File: src/rtl/rx_frame_sync_pkg.sv
// Shared types and constants for the receive frame synchroniser.
package rx_frame_sync_pkg;

    typedef enum logic [1:0] {
        ST_IDLE    = 2'd0,
        ST_HUNT    = 2'd1,
        ST_LEN     = 2'd2,
        ST_PAYLOAD = 2'd3
    } rx_state_e;

    localparam int unsigned DEF_SYNC_WIDTH = 16;
    localparam logic [DEF_SYNC_WIDTH-1:0] DEF_SYNC_WORD = 16'h2DD4;
    localparam int unsigned LEN_WIDTH = 8;

endpackage

File: src/rtl/rx_bit_deser.sv
// MSB-first bit-to-byte deserialiser shared by the length and payload phases.
module rx_bit_deser
    import rx_frame_sync_pkg::*;
(
    input  logic                 clk,
    input  logic                 rst,
    input  logic                 shift_en_i,
    input  logic                 clear_i,
    input  logic                 bit_in_i,
    output logic [LEN_WIDTH-1:0] byte_o,
    output logic                 byte_done_o
);

    logic [LEN_WIDTH-2:0] shift_q;
    logic [2:0]           cnt_q;

    // The eighth bit is presented combinationally so the caller can latch the full byte on that edge.
    assign byte_o      = {shift_q, bit_in_i};
    assign byte_done_o = shift_en_i && !clear_i && (cnt_q == 3'(LEN_WIDTH - 1));

    always_ff @(posedge clk) begin
        if (rst || clear_i) begin
            shift_q <= '0;
            cnt_q   <= '0;
        end else if (shift_en_i) begin
            shift_q <= byte_o[LEN_WIDTH-2:0];
            cnt_q   <= cnt_q + 3'd1;
        end
    end

endmodule

File: src/rtl/rx_frame_sync.sv
// Sync-word hunt, length capture and payload deserialisation after packet detection.
module rx_frame_sync
    import rx_frame_sync_pkg::*;
#(
    parameter int unsigned              SYNC_WIDTH   = DEF_SYNC_WIDTH,
    parameter logic [SYNC_WIDTH-1:0]    SYNC_WORD    = DEF_SYNC_WORD,
    parameter int unsigned              HUNT_TIMEOUT = 64,
    parameter int unsigned              CNT_WIDTH    = 8
) (
    input  logic                 clk,
    input  logic                 rst,
    input  logic                 clk_enable,
    input  logic                 bit_in,
    input  logic                 PD_flag,
    output logic [LEN_WIDTH-1:0] byte_out,
    output logic                 byte_valid,
    output logic [LEN_WIDTH-1:0] frame_len,
    output logic                 len_valid,
    output logic                 pd_release,
    output logic                 rx_abort,
    output logic                 busy
);

    localparam logic [CNT_WIDTH-1:0] HUNT_LIMIT = CNT_WIDTH'(HUNT_TIMEOUT);

    rx_state_e              state_q, state_d;
    logic [SYNC_WIDTH-1:0]  sync_q, sync_d, sync_shift;
    logic [CNT_WIDTH-1:0]   hunt_q, hunt_d, hunt_inc;
    logic [CNT_WIDTH-1:0]   byte_cnt_q, byte_cnt_d, byte_cnt_inc;
    logic [LEN_WIDTH-1:0]   frame_len_q, frame_len_d;
    logic [LEN_WIDTH-1:0]   byte_out_q, byte_out_d;
    logic                   byte_valid_q, byte_valid_d;
    logic                   len_valid_q, len_valid_d;
    logic                   release_q, release_d;
    logic                   abort_q, abort_d;
    logic                   deser_shift, deser_clear, deser_done;
    logic [LEN_WIDTH-1:0]   deser_byte;

    rx_bit_deser u_deser (
        .clk         (clk),
        .rst         (rst),
        .shift_en_i  (deser_shift),
        .clear_i     (deser_clear),
        .bit_in_i    (bit_in),
        .byte_o      (deser_byte),
        .byte_done_o (deser_done)
    );

    assign sync_shift   = {sync_q[SYNC_WIDTH-2:0], bit_in};
    assign hunt_inc     = (hunt_q == '1) ? hunt_q : hunt_q + 1'b1;
    assign byte_cnt_inc = byte_cnt_q + 1'b1;

    always_comb begin
        state_d      = state_q;
        sync_d       = sync_q;
        hunt_d       = hunt_q;
        byte_cnt_d   = byte_cnt_q;
        frame_len_d  = frame_len_q;
        byte_out_d   = byte_out_q;
        byte_valid_d = 1'b0;
        len_valid_d  = 1'b0;
        release_d    = 1'b0;
        abort_d      = 1'b0;
        deser_shift  = 1'b0;
        deser_clear  = 1'b0;

        if (clk_enable) begin
            unique case (state_q)
                ST_IDLE: begin
                    deser_clear = 1'b1;
                    sync_d      = '0;
                    hunt_d      = '0;
                    if (PD_flag) begin
                        state_d = ST_HUNT;
                        sync_d  = {{(SYNC_WIDTH-1){1'b0}}, bit_in};
                        hunt_d  = CNT_WIDTH'(1);
                    end
                end
                ST_HUNT: begin
                    deser_clear = 1'b1;
                    if (!PD_flag) begin
                        state_d = ST_IDLE;
                    end else begin
                        sync_d = sync_shift;
                        // A match on the same bit that would expire the hunt still wins.
                        if (sync_shift == SYNC_WORD) begin
                            state_d = ST_LEN;
                        end else begin
                            hunt_d = hunt_inc;
                            if (hunt_inc >= HUNT_LIMIT) begin
                                release_d = 1'b1;
                                state_d   = ST_IDLE;
                            end
                        end
                    end
                end
                ST_LEN: begin
                    if (!PD_flag) begin
                        abort_d = 1'b1;
                        state_d = ST_IDLE;
                    end else begin
                        deser_shift = 1'b1;
                        if (deser_done) begin
                            frame_len_d = deser_byte;
                            len_valid_d = 1'b1;
                            byte_cnt_d  = '0;
                            if (deser_byte == '0) begin
                                release_d = 1'b1;
                                state_d   = ST_IDLE;
                            end else begin
                                state_d = ST_PAYLOAD;
                            end
                        end
                    end
                end
                ST_PAYLOAD: begin
                    if (!PD_flag) begin
                        abort_d = 1'b1;
                        state_d = ST_IDLE;
                    end else begin
                        deser_shift = 1'b1;
                        if (deser_done) begin
                            byte_out_d   = deser_byte;
                            byte_valid_d = 1'b1;
                            byte_cnt_d   = byte_cnt_inc;
                            if (byte_cnt_inc == CNT_WIDTH'(frame_len_q)) begin
                                release_d = 1'b1;
                                state_d   = ST_IDLE;
                            end
                        end
                    end
                end
                default: state_d = ST_IDLE;
            endcase
        end
    end

    always_ff @(posedge clk) begin
        if (rst) begin
            state_q      <= ST_IDLE;
            sync_q       <= '0;
            hunt_q       <= '0;
            byte_cnt_q   <= '0;
            frame_len_q  <= '0;
            byte_out_q   <= '0;
            byte_valid_q <= 1'b0;
            len_valid_q  <= 1'b0;
            release_q    <= 1'b0;
            abort_q      <= 1'b0;
        end else begin
            state_q      <= state_d;
            sync_q       <= sync_d;
            hunt_q       <= hunt_d;
            byte_cnt_q   <= byte_cnt_d;
            frame_len_q  <= frame_len_d;
            byte_out_q   <= byte_out_d;
            byte_valid_q <= byte_valid_d;
            len_valid_q  <= len_valid_d;
            release_q    <= release_d;
            abort_q      <= abort_d;
        end
    end

    assign byte_out   = byte_out_q;
    assign byte_valid = byte_valid_q;
    assign frame_len  = frame_len_q;
    assign len_valid  = len_valid_q;
    assign pd_release = release_q;
    assign rx_abort   = abort_q;
    assign busy       = (state_q == ST_LEN) || (state_q == ST_PAYLOAD);

endmodule

File: config.mk
export PLATFORM = sky130hd
export DESIGN_NAME = rx_frame_sync
export DESIGN_NICKNAME = d
export VERILOG_FILES = /design/src/rtl/rx_frame_sync_pkg.sv /design/src/rtl/rx_bit_deser.sv /design/src/rtl/rx_frame_sync.sv
export SDC_FILE = /design/constraint.sdc
export NUM_CORES = 1
export LEC_CHECK = 0
export BUFFER_PORTS_ARGS = -buffer_cell sky130_fd_sc_hd__buf_2
export CAP_MARGIN = 20
export CORE_ASPECT_RATIO = 0.8
export CORE_MARGIN = 4
export CORE_UTILIZATION = 55
export CTS_CLUSTER_DIAMETER = 40
export DETAILED_ROUTE_END_ITERATION = 10
export PLACE_DENSITY = 0.78
export SETUP_SLACK_MARGIN = 0.1
export SLEW_MARGIN = 40
export SYNTH_ARGS = -nofsm -noshare
export SYNTH_HDL_FRONTEND = slang
export SYNTH_SLANG_ARGS = --single-unit
File: constraint.sdc
create_clock -name clk -period 2.2 [get_ports clk]
set_input_delay 0.22 -clock clk [delete_from_list [all_inputs] [get_ports clk]]
set_output_delay 0.22 -clock clk [all_outputs]
set_load 0.02 [all_outputs]
==> summary.md <==
| Metric | Value |
|---|---|
| Status | completed |
| Clock transition at path regs | about 70 ps |
| R2R depth | 6 |
| Final wirelength | between 6000 and 7000 um |
| WP data required | ~2500 ps |
| Vias/cell | 5.87 |
| Grt total ovfl | 0 |
| Cell Area, Synth | between 2000 and 3000 um2 |
| Logic pwr share | just under 5% |
| Buffers added on ports | 25 |
| Fin crit period | 2020 ps |
| Drt first pass iters | 5 |
| Final net count | 392 |
| YS warnings | 0 |
| Achievable Freq | 495 MHz |
| Initial Util | a little under three fifths |
| Crit path DAT | 2280 ps |
| Post-Syn Nets | approximately 370 |
| Die Wd | around 89 um |
| Number of max-cap violations | 0 |
| Placed cells | around 430 |
| Finished Layout Cells | 450 |
| Ys async rst share | 0% |
| DR vias | between 2000 and 3000 |
| P per Cell Area | between 700 and 800 nW/um2 |
| Die ar. | about 6400 um2 |
| CP endpoint kind | register |
| Ys flop type | dfxtp_1 |
| Sw Share | approximately 22% |
| Initial antenna violation count | 0 |
| RSZ-0062 raised after global routing | false |
| Clock Latency Late Sink | 340 ps |
| Gr usage total | approximately 22% |
| Worst VDD drop | around 0.63 mV |
| Worst Tran Pin Value | 568 ps |
| Skew final | between 6 and 7 ps |
| # rows | 23 |
| Leakage power | 1.22 nW |
| Hold_ws | between 150 and 200 ps |
| Maximum number of pins on one net before global-route repair | 30 |
| Most frequent cells in the layout | 71 x nand2_1, 63 x dfxtp_1, 56 x a21oi_1, 25 x buf_2, 24 x nor2_1 |
| Pwr Total | around 2.5 mW |
| Clock power frac | about half |
| Critical path launch point type | register |
| Synth cell types | between 40 and 50 |
| CTS sink count | between 60 and 70 |
| Cts bufs inserted | 9 |
| Routed WL per cell | ~15 um |
| Sum of negative setup slack | 0 ps |
| Int Pwr | 1.94 mW |
| H-tree Lvls | 3 |
| Syn Inst Count | roughly 360 |
| Switch Pwr | around 0.54 mW |
| Normalized max-slew margin | between 60 and 70% |
| CP Max Fanout | 5 |
| Detailed Route Iter0 Violations | around 230 |
| Slew Viols, Final | 0 |
| Worst hold path depth | 3 |
| Routed Antenna Nets | 0 |
| Fraction of layout cells with a size suffix above 1 | roughly 16% |
| Number of synthesized register bits | 63 |
| Clk root buf | clkbuf_8 |
| Hold_buf cts | 0 |
| Via count of the first global-routing pass | around 2400 |
| Period Utilization, post-route | between 90% and 100% |
| Synth-to-layout area growth | 15.9% |
| Chip Height | ~73 um |
| Top-Level Pins | 26 |
| First-pass GRT wire length | 11300 um |
| Number of synthesized flops with an enable pin | 0 |
| Final Wtd Congestion | just under 0.8 |
| Commonest non-fill, non-tap cell in the layout | nand2_1 |
| Core area | between 5000 and 6000 um2 |
| Hold Crit Class | input pin to register |
| Remaining DRCs | 0 |
| Fin. Hold Viols | 0 |
| CTS tree | yes |
| Synth Area per Inst | between 7 and 8 um2 |
| Antenna cells | 0 |
| CTS Buffer Depth | 2 |
| Register area share after synthesis | between 40% and 50% |
| Setup CP Type | register to register |
| Sequential share of power | between 40% and 50% |
| Final setup viols | 0 |
| DP HPWL | 4480 um |
-- routing by layer --
metal | GRT usage, % | wire length [um] | up-vias
met5 | 0 | 0 | -
met1 | 31.7 | 3110 | 1215
li1 | - | - | 1310
met2 | 31.4 | 2810 | 103
met4 | 7.05 | 59 | 0
met3 | 8.92 | 615 | 12
-- synth_stat cells (3+ instances only) --
cell | instances | area share (%)
a22oi_1 | 3 | 0.78
nand2b_1 | 5 | 1.1
buf_2 | 3 | 0.52
nand3_1 | 24 | 4.2
inv_1 | 3 | 0.39
xor2_1 | 8 | 2.4
nor2b_1 | 3 | 0.65
nor3_1 | 6 | 1.0
nand2_1 | 71 | 9.3
a21oi_1 | 56 | 9.8
nor2_1 | 24 | 3.1
mux2i_1 | 4 | 1.4
and3_1 | 8 | 1.7
ha_1 | 4 | 1.7
o21ai_0 | 12 | 2.1
a2bb2oi_1 | 3 | 0.92
a211oi_1 | 3 | 0.78
xnor2_1 | 4 | 1.2
dfxtp_1 | 63 | 44
clkbuf_1 | 18 | 2.4
nand4_1 | 3 | 0.65
-- layout make-up --
class	instances	area [um2]
clock buffer	11	131
clock inverter	5	106
multi-input combinational	271	1540
fill	428	1710
timing repair buffer	35	200
inverter	3	11.3
tap	62	77.6
sequential	63	1260
-- critical path: stages (launching register included) --
cell      delay, ps
dfxtp_1         320
or4b_4          550
nor4_4          450
a211oi_2        200
xor2_1          180
nor2_1           50
a211oi_1        190
-- power groups by stage --
stage	Clock, mW	Combinational, mW	Sequential, mW
6_report	1.21	0.121	1.15
5_1_grt	1.28	0.132	1.15
3_3_place_gp	0	0.116	1.18
2_1_floorplan	0	0.0834	1.18
3_5_place_dp	0	0.117	1.18
4_1_cts	1.23	0.118	1.15
-- repair_timing --
item / 4_1_cts / 5_1_grt
endpoints found under the hold margin: 0 / 0
resized for setup: 0 / 7
buffers inserted: 0 / 0
setup endpoints to repair: 0 / 5
-- path summary, 6_finish.rpt --
path               start            endpoint  slack [ps]
max           sync_q[11]           hunt_q[0]         180
min               bit_in  u_deser.shift_q[0]         180
max reg2reg   sync_q[11]           hunt_q[0]         180
min reg2reg  byte_out[0]         byte_out[0]         460
-- through the flow --
stage	instance area, um2	util [%]	setup WS, ps
final	3330	66.0	181
after global routing	3330	66.0	101
after CTS	3300	65.5	116
after detailed placement	3060	60.8	121
after global placement	3060	60.8	200
after floorplan	2870	-	325
-- state kept, by name (all words and copies together), names as in the netlist, 2 cells and up --
| signal | flops |
|---|---|
| byte_out | 8 |
| sync_q | 15 |
| hunt_q | 8 |
| byte_cnt_q | 8 |
| state_q | 2 |
| frame_len | 8 |
| u_deser.shift_q | 7 |
| u_deser.cnt_q | 3 |
-- cells by family (layout without fill, tap and decap cells) --
| family | Yosys count | in the layout | share of synthesized area [%] |
|---|---|---|---|
| xor gates and xnor gates | 12 | 12 | 3.66 |
| adders and majority gates | 4 | 4 | 1.74 |
| and+or+nand+nor | 158 | 158 | 26.5 |
| DFF | 63 | 63 | 44.0 |
| muxes | 4 | 4 | 1.40 |
| AOI/OAI and AO/OA | 93 | 93 | 19.3 |
| buffers and inverters | 25 | 54 | 3.40 |
(Power assumes the default switching activity.)
